**src/rtl/fb_pkg.sv**
```systemverilog
// Shared frame-buffer geometry and the types passed between the arbiter and its
// write FIFO.
package fb_pkg;

  localparam int H_SIZE    = 320;
  localparam int V_SIZE    = 240;
  localparam int FB_WORDS  = H_SIZE * V_SIZE;
  localparam int FB_ADDR_W = $clog2(FB_WORDS);

  typedef logic [15:0] pixel_t;

  typedef struct packed {
    logic [FB_ADDR_W-1:0] addr;
    pixel_t               data;
  } fb_wr_t;

  typedef enum logic [1:0] {GNT_IDLE, GNT_READ, GNT_WRITE} gnt_t;

endpackage

```
**src/rtl/fb_wr_fifo.sv**
```systemverilog
// Synchronous FIFO of pending camera writes.
// Full/empty come from the registered count, so a same-cycle pop never frees a slot for a push.
module fb_wr_fifo
  import fb_pkg::*;
#(
  parameter  int DEPTH = 8,
  localparam int PTR_W = $clog2(DEPTH)
) (
  input  logic         clk,
  input  logic         reset,
  input  logic         push,
  input  logic         pop,
  input  logic         flush,
  input  fb_wr_t       din,
  output logic         full,
  output logic         empty,
  output logic [PTR_W:0] count,
  output fb_wr_t       head
);

  logic [PTR_W-1:0] wr_ptr_reg;
  logic [PTR_W-1:0] rd_ptr_reg;
  logic [PTR_W:0]   count_reg;
  fb_wr_t           entry_reg [DEPTH];

  logic push_ok;
  logic pop_ok;

  assign full    = (count_reg == (PTR_W+1)'(DEPTH));
  assign empty   = (count_reg == '0);
  assign count   = count_reg;
  assign head    = entry_reg[rd_ptr_reg];
  assign push_ok = push && !full && !flush;
  assign pop_ok  = pop && !empty && !flush;

  // Pointers wrap naturally because DEPTH is a power of two.
  always_ff @(posedge clk) begin
    if (reset || flush) begin
      wr_ptr_reg <= '0;
      rd_ptr_reg <= '0;
      count_reg  <= '0;
    end else begin
      if (push_ok) wr_ptr_reg <= wr_ptr_reg + 1'b1;
      if (pop_ok)  rd_ptr_reg <= rd_ptr_reg + 1'b1;
      case ({push_ok, pop_ok})
        2'b10:   count_reg <= count_reg + 1'b1;
        2'b01:   count_reg <= count_reg - 1'b1;
        default: count_reg <= count_reg;
      endcase
    end
  end

  // Storage carries no reset; validity is tracked entirely by the pointers.
  always_ff @(posedge clk) begin
    if (push_ok && !reset) entry_reg[wr_ptr_reg] <= din;
  end

endmodule

```
**src/rtl/fb_port_arbiter.sv**
```systemverilog
// Shares one frame-buffer RAM port: display reads always win, camera writes are
// queued and drained into cycles with no read request.
module fb_port_arbiter
  import fb_pkg::*;
#(
  parameter  int DEPTH  = 8,
  parameter  int ADDR_W = 17,
  localparam int LVL_W  = $clog2(DEPTH) + 1
) (
  input  logic              clk,
  input  logic              reset,
  input  logic              cam_we,
  input  logic [ADDR_W-1:0] cam_addr,
  input  logic [15:0]       cam_wdata,
  output logic              cam_full,
  input  logic              flush,
  input  logic              rd_req,
  input  logic [ADDR_W-1:0] rd_addr,
  output logic [15:0]       rd_data,
  output logic              rd_valid,
  output logic              mem_en,
  output logic              mem_we,
  output logic [ADDR_W-1:0] mem_addr,
  output logic [15:0]       mem_wdata,
  input  logic [15:0]       mem_rdata,
  output logic [LVL_W-1:0]  fifo_level,
  output logic              ovf,
  input  logic              ovf_clr
);

  gnt_t       gnt;
  fb_wr_t     fifo_din;
  fb_wr_t     fifo_head;
  logic       fifo_full;
  logic       fifo_empty;
  logic       fifo_pop;
  logic       ovf_set;
  logic       ovf_reg;
  logic       rd_valid_reg;

  assign fifo_din.addr = FB_ADDR_W'(cam_addr);
  assign fifo_din.data = cam_wdata;
  assign fifo_pop      = (gnt == GNT_WRITE);

  fb_wr_fifo #(.DEPTH(DEPTH)) u_fifo (
    .clk   (clk),
    .reset (reset),
    .push  (cam_we),
    .pop   (fifo_pop),
    .flush (flush),
    .din   (fifo_din),
    .full  (fifo_full),
    .empty (fifo_empty),
    .count (fifo_level),
    .head  (fifo_head)
  );

  // A flushing cycle may never retire a write: the head is being discarded.
  always_comb begin
    gnt = GNT_IDLE;
    if (!reset) begin
      if (rd_req)                    gnt = GNT_READ;
      else if (!fifo_empty && !flush) gnt = GNT_WRITE;
    end
  end

  always_comb begin
    mem_en    = 1'b0;
    mem_we    = 1'b0;
    mem_addr  = '0;
    mem_wdata = '0;
    case (gnt)
      GNT_READ: begin
        mem_en   = 1'b1;
        mem_addr = rd_addr;
      end
      GNT_WRITE: begin
        mem_en    = 1'b1;
        mem_we    = 1'b1;
        mem_addr  = ADDR_W'(fifo_head.addr);
        mem_wdata = fifo_head.data;
      end
      default: ;
    endcase
  end

  assign ovf_set = cam_we && fifo_full && !flush;

  always_ff @(posedge clk) begin
    if (reset) begin
      ovf_reg      <= 1'b0;
      rd_valid_reg <= 1'b0;
    end else begin
      rd_valid_reg <= rd_req;
      if (ovf_set)      ovf_reg <= 1'b1;
      else if (ovf_clr) ovf_reg <= 1'b0;
    end
  end

  assign ovf      = ovf_reg;
  assign rd_valid = rd_valid_reg;
  assign rd_data  = mem_rdata;
  assign cam_full = fifo_full;

endmodule
```
**config.mk**
```make
export PLATFORM = sky130hd
export DESIGN_NAME = fb_port_arbiter
export DESIGN_NICKNAME = d
export VERILOG_FILES = /design/src/rtl/fb_pkg.sv /design/src/rtl/fb_wr_fifo.sv /design/src/rtl/fb_port_arbiter.sv
export SDC_FILE = /design/constraint.sdc
export NUM_CORES = 1
export LEC_CHECK = 0
export BUFFER_PORTS_ARGS = -buffer_cell sky130_fd_sc_hd__buf_2
export CAP_MARGIN = 20
export CORE_ASPECT_RATIO = 0.8
export CORE_MARGIN = 2
export CORE_UTILIZATION = 35
export CTS_BUF_LIST = sky130_fd_sc_hd__clkbuf_4
export CTS_CLUSTER_SIZE = 16
export DETAILED_ROUTE_END_ITERATION = 8
export PLACE_DENSITY = 0.59
export RECOVER_POWER = 50
export SYNTH_ARGS = -nofsm -noshare
export SYNTH_HDL_FRONTEND = slang
export SYNTH_SLANG_ARGS = --single-unit
```
**constraint.sdc**
```tcl
create_clock -name clk -period 5.6 [get_ports clk]
set_input_delay 0.56 -clock clk [delete_from_list [all_inputs] [get_ports clk]]
set_output_delay 0.56 -clock clk [all_outputs]
set_load 0.005 [all_outputs]
```
Word-level counts from Yosys, hierarchy flattened
Memories as Yosys holds them, arrays and structs flattened. A register that Yosys moved wholly into a read port is not among the register bits.
Index checks and enable logic that the tools add are counted.
{"block": "op_classes", "n_addsub": 4, "n_eq_ne": 5, "mux": 14, "reduce_logical": 17}
{"cell": "one-hot mux 17 bit (2 select lines)", "count": 1}
{"cell": "two-way mux 16 bit", "count": 1}
{"cell": "logical AND 1 bit", "count": 8}
{"cell": "one-hot mux 4 bit (2 select lines)", "count": 1}
{"cell": "adder 3 x 1 -> 3 bit (second input constant)", "count": 2}
{"cell": "two-way mux 1 bit", "count": 6}
{"cell": "two-way mux 2 bit", "count": 3}
{"cell": "two-way mux 3 bit", "count": 2}
{"cell": "adder 4 x 1 -> 4 bit (second input constant)", "count": 1}
{"cell": "== test 2 x 1 -> 1 bit (second input constant)", "count": 2}
{"cell": "== test 2 bit (second input constant)", "count": 2}
{"cell": "== test 4 bit (second input constant)", "count": 1}
{"cell": "logical NOT 1 bit", "count": 4}
{"cell": "logical NOT 4 bit", "count": 1}
{"cell": "nonzero test 2 bit", "count": 2}
{"cell": "subtractor 4 x 1 -> 4 bit (second input constant)", "count": 1}
{"cell": "OR reduction 2 bit", "count": 1}
{"cell": "logical OR 1 bit", "count": 1}
{"block": "totals", "register_bits": 12, "n_memories": 1, "inputBits": 72, "mem_bits_rw": 264, "wordCells": 46, "out_inout_bits": 58}
{"memory": "u_fifo.entry_reg", "words": 8, "word_bits": 33, "read_ports": 1, "rd_clocked_by_memory_dff": 1, "wr": 1, "line_no": "fb_wr_fifo.sv:24", "source": "fb_wr_t entry_reg [DEPTH];"}

Depth between registers and ports, before layout
{"block": "logic_depth", "depth_word": 11, "depth_mapped": 13, "mapped_depth_nobuf": 10}

By module
A second synthesis with hierarchy kept.
{"block": "unflattened", "hier_cells": 562, "area_unflattened_um2": 11288.3}
{"mod": "fb_wr_fifo", "area_each_um2": 10586.4, "cells_per_inst": 461, "instances": 1, "seq_area_each_um2": 8187.9}
{"mod": "fb_port_arbiter", "area_each_um2": 701.9, "cells_per_inst": 101, "instances": 1, "seq_area_each_um2": 40.0}

Worst setup path after synthesis
Ideal clock, no wire load.
{"block": "synth_timing", "path_kind": "input to register", "startpoint": "input port cam_we", "endpoint": "memory u_fifo.entry_reg[0][0] (netlist bit) (enable)", "cell_stages": 4, "arrival_ns": 4.227, "slack_ns": 0.867, "n_path_buf": 0, "required_time_ns": 5.094, "setup_time_ns": 0.506, "cell_sequence": "nor2b_1 -> and2_1 -> nand2b_1 -> nor4_1"}
{"block": "synth_via", "elab_chain_len": 5}
{"item": "start: declaration", "line_no": "fb_port_arbiter.sv:12", "source": "input logic cam_we,"}
{"item": "logical AND 1 bit (2 in series)", "line_no": "fb_wr_fifo.sv:33", "source": "assign push_ok = push && !full && !flush;"}
{"item": "logical AND 1 bit", "line_no": "fb_wr_fifo.sv:55", "source": "if (push_ok && !reset) entry_reg[wr_ptr_reg] <= din;"}
{"item": "two-way mux 1 bit", "line_no": "fb_wr_fifo.sv:55"}
{"item": "two-way mux 1 bit (not written as such)", "line_no": "fb_wr_fifo.sv:55"}
{"item": "end: declaration", "line_no": "fb_wr_fifo.sv:24"}
Every way passes these cells.

==> out/results.tsv <==
stage	metric	value	unit
setup_path	critical path startpoint category	flop	
setup_path	endpoint type of the worst setup path	primary output	
sta	Setup Viol. Count Final	0	
global_routing	first-pass GRT wire length	36000	um
sta	Pins Over Slew Limit	20	
logic_synthesis	post-synth top area share	72.4	%
final_layout	area grow syn2layout	15.0	%
logic_synthesis	top-count cell post-synth	edfxtp_1	
power_and_ir_drop	P_int	3.18	mW
global_routing	GRT overflow	0	
global_routing	antenna violations before repair	5	
clock_tree	CTS tree	built	
placement	GPL Wtd Cong	0.771	
final_layout	share of layout cells above drive strength 1	36.5	%
die	# IOs	130	
setup_path	maximum fanout along the worst path	46	
setup_path	required time worst endpoint	5.04	ns
logic_synthesis	Seq cells post-synth	279	
logic_synthesis	Main synth FF type	edfxtp_1	
die	die width	202	um
power_and_ir_drop	Clock power frac	40.1	%
sta	final hold vios	0	
logic_synthesis	synthesized area	11000	sq um
setup_path	number of buffers and inverters on the critical path	2	
global_routing	grt met2 use	24.0	%
final_layout	final net count	745	
power_and_ir_drop	combinational group share of total power	2.4	%
status	status	complete, but fails checks	
sta	Hold WS	0.202	ns
clock_tree	Setup Fix Bufs, Post-CTS	0	
detailed_routing	drt first pass iters	5	
logic_synthesis	largest area contributor in the netlist	edfxtp_1	
die	std cell rows	57	
placement	port buffer count	97	
logic_synthesis	Post-Syn Nets	605	
clock_tree	CTS Buffer Depth	3	
global_routing	met3 usage	4.63	%
power_and_ir_drop	Sw Share	20.5	%
logic_synthesis	Netlist cell types	37	
global_routing	GR Util All Layers	14.7	%
detailed_routing	initial detailed-routing violation count	277	
logic_synthesis	sequential area share after synthesis	75.1	%
logic_synthesis	syn avg cell area	20.7	sq um
power_and_ir_drop	net switching power	0.819	mW
logic_synthesis	Ys Warns	0	
detailed_routing	WL/cell	21.0	um
setup_path	Critical Path AT	3.24	ns
setup_path	crit-path max cell delay	0.95	ns
sta	Max Freq	263	MHz
power_and_ir_drop	Power Density	317	nW/um^2
global_routing	Global Route met1 Usage	18.4	%
flow_run	max-cap check violation count	1	
placement	DP Wirelength	14000	um
final_layout	fill count	2746	
logic_synthesis	number of synthesized flops with an enable pin	264	
detailed_routing	routed vias	5593	
clock_tree	hold_buf cts	0	
detailed_routing	Detailed Route WL	23500	um
sta	pin slew with the least headroom to its limit	1.67	ns
final_layout	Multi-input gate area	2470	sq um
die	core area	30600	sq um
setup_path	Top delay family on crit path	flip-flops	
sta	Setup TNS	0	ns
final_layout	fin area	12600	sq um
setup_path	critical-path cell list	buf_4 -> mux4_2 -> and3_1 -> a221o_1 -> buf_2	
die	chip height	162	um
clock_tree	Clock Tree Root	clkbuf_4	
sta	clk_skew	0.0617	ns
detailed_routing	DRC violations left	0	
sta	Tmin final	3.80	ns
clock_tree	cts repair resizes	0	
global_routing	largest net degree at the start of global routing	67	
logic_synthesis	Mapped Cells	528	
status	failing checks	max-capacitance violations, max-slew violations	
sta	Slew HR	-11.3	%
detailed_routing	Vias/cell	5.00	
final_layout	FF/Latch Area	8240	sq um
final_layout	max reg flops	264	
placement	Post-DP Area	11900	sq um
clock_tree	clk slew on worst S/H paths	0.06	ns
logic_synthesis	ys async rst share	0	%
sta	Tcrit/Tclk final	67.9	%
setup_path	crit path kind	flop to primary output	
power_and_ir_drop	peak supply drop	0.150	mV
global_routing	global route hottest layer	met2	
global_routing	vias in the first global route	6152	
clock_tree	clock sinks	279	
min_path	worst min path class	primary input to flop	
logic_synthesis	largest cells by area after synthesis	edfxtp_1, mux4_2, dfxtp_1	
die	die area	32700	sq um
logic_synthesis	top post-synthesis cells by count	edfxtp_1, mux4_2, nor2_1	
sta	RSZ-0062 raised after global routing	no	
detailed_routing	post-route ant nets	0	
clock_tree	htree depth	3	
clock_tree	Clock Latency Late Sink	0.67	ns
die	Initial Util	35.8	%
power_and_ir_drop	sequential share of power	57.5	%
clock_tree	CTS Buf Count	70	
power_and_ir_drop	Lkg Pwr	4.11	nW
setup_path	Critical-path top delay cell	dfxtp_4	
-- kinds of logic after synthesis --
group           synth area share [%]
xor+xnor                       0.480
mux                             15.1
compound gates                  2.15
flops                           75.1
fa+ha+maj                      0.571
buf+inv                         2.54
simple gates                    4.00
-- power groups by stage --
| stage | Sequential [mW] | Combinational [mW] | Clock [mW] |
|---|---|---|---|
| final | 2.30 | 0.0958 | 1.60 |
| after global routing | 2.30 | 0.107 | 1.77 |
| after CTS | 2.30 | 0.102 | 1.66 |
| after detailed placement | 2.34 | 0.102 | 0 |
| after global placement | 2.34 | 0.0964 | 0 |
| after floorplan | 2.34 | 0.0521 | 0 |
-- routing by layer --
layer  wire (um)  vias up
met5          27        -
met4         599        4
met3        1580       59
met2       11500      196
met1        9810     2856
li1            -     2478
-- layout by cell type, fill, tap and decap left out, types with 12 or more instances in the layout --
master	Yosys	layout
edfxtp_1	264	264
dfxtp_1	15	12
nor2_1	34	30
mux4_2	66	66
buf_2	8	59
buf_4	16	13
and3_1	17	17
a221o_1	17	17
clkbuf_1	14	38
mux2i_1	17	17
clkbuf_4	0	99
-- worst reg2reg max path, stage by stage, from the launching register on --
cell       delay (ns)
dfxtp_1          0.40
nor4_1           0.69
or3_1            0.20
buf_4            0.34
inv_6            0.16
ha_1             0.45
a2111oi_0        0.77
o31ai_1          0.23
o41ai_1          0.10
-- stage by stage --
stage                     power (mW)  util [%]  setup WS (ns)  std cells
after floorplan                 2.39         -          0.867        528
after global placement          2.44      38.8           2.27       1009
after detailed placement        2.44      38.8           2.09       1009
after CTS                       4.06      41.4           1.67       1115
after global routing            4.17      41.2           1.51       1117
final                           3.99      41.2           1.80       1119
-- worst paths after layout --
check / start / endpoint / slack (ns) / cells after the start
setup reg to reg: u_fifo.count[1] / u_fifo.count[3] / 2.15 / 8
hold reg to reg: u_fifo.wr_ptr_reg[0] / u_fifo.wr_ptr_reg[0] / 0.50 / 2
setup / recovery: flop / mem_addr[7] / 1.80 / 5
hold / removal: flush / u_fifo.count[3] / 0.20 / 4
-- cell type report --
type | count | share of cell area, %
multi-input cells | 203 | 19.6
repair buffers | 110 | 4.25
inverters | 4 | 0.159
clock buffers | 99 | 5.90
diodes | 4 | 0.0795
clock inverters | 7 | 0.487
well taps | 413 | 4.10
flip-flops and latches | 279 | 65.4
No activity file was read; power rests on OpenSTA's default activity.
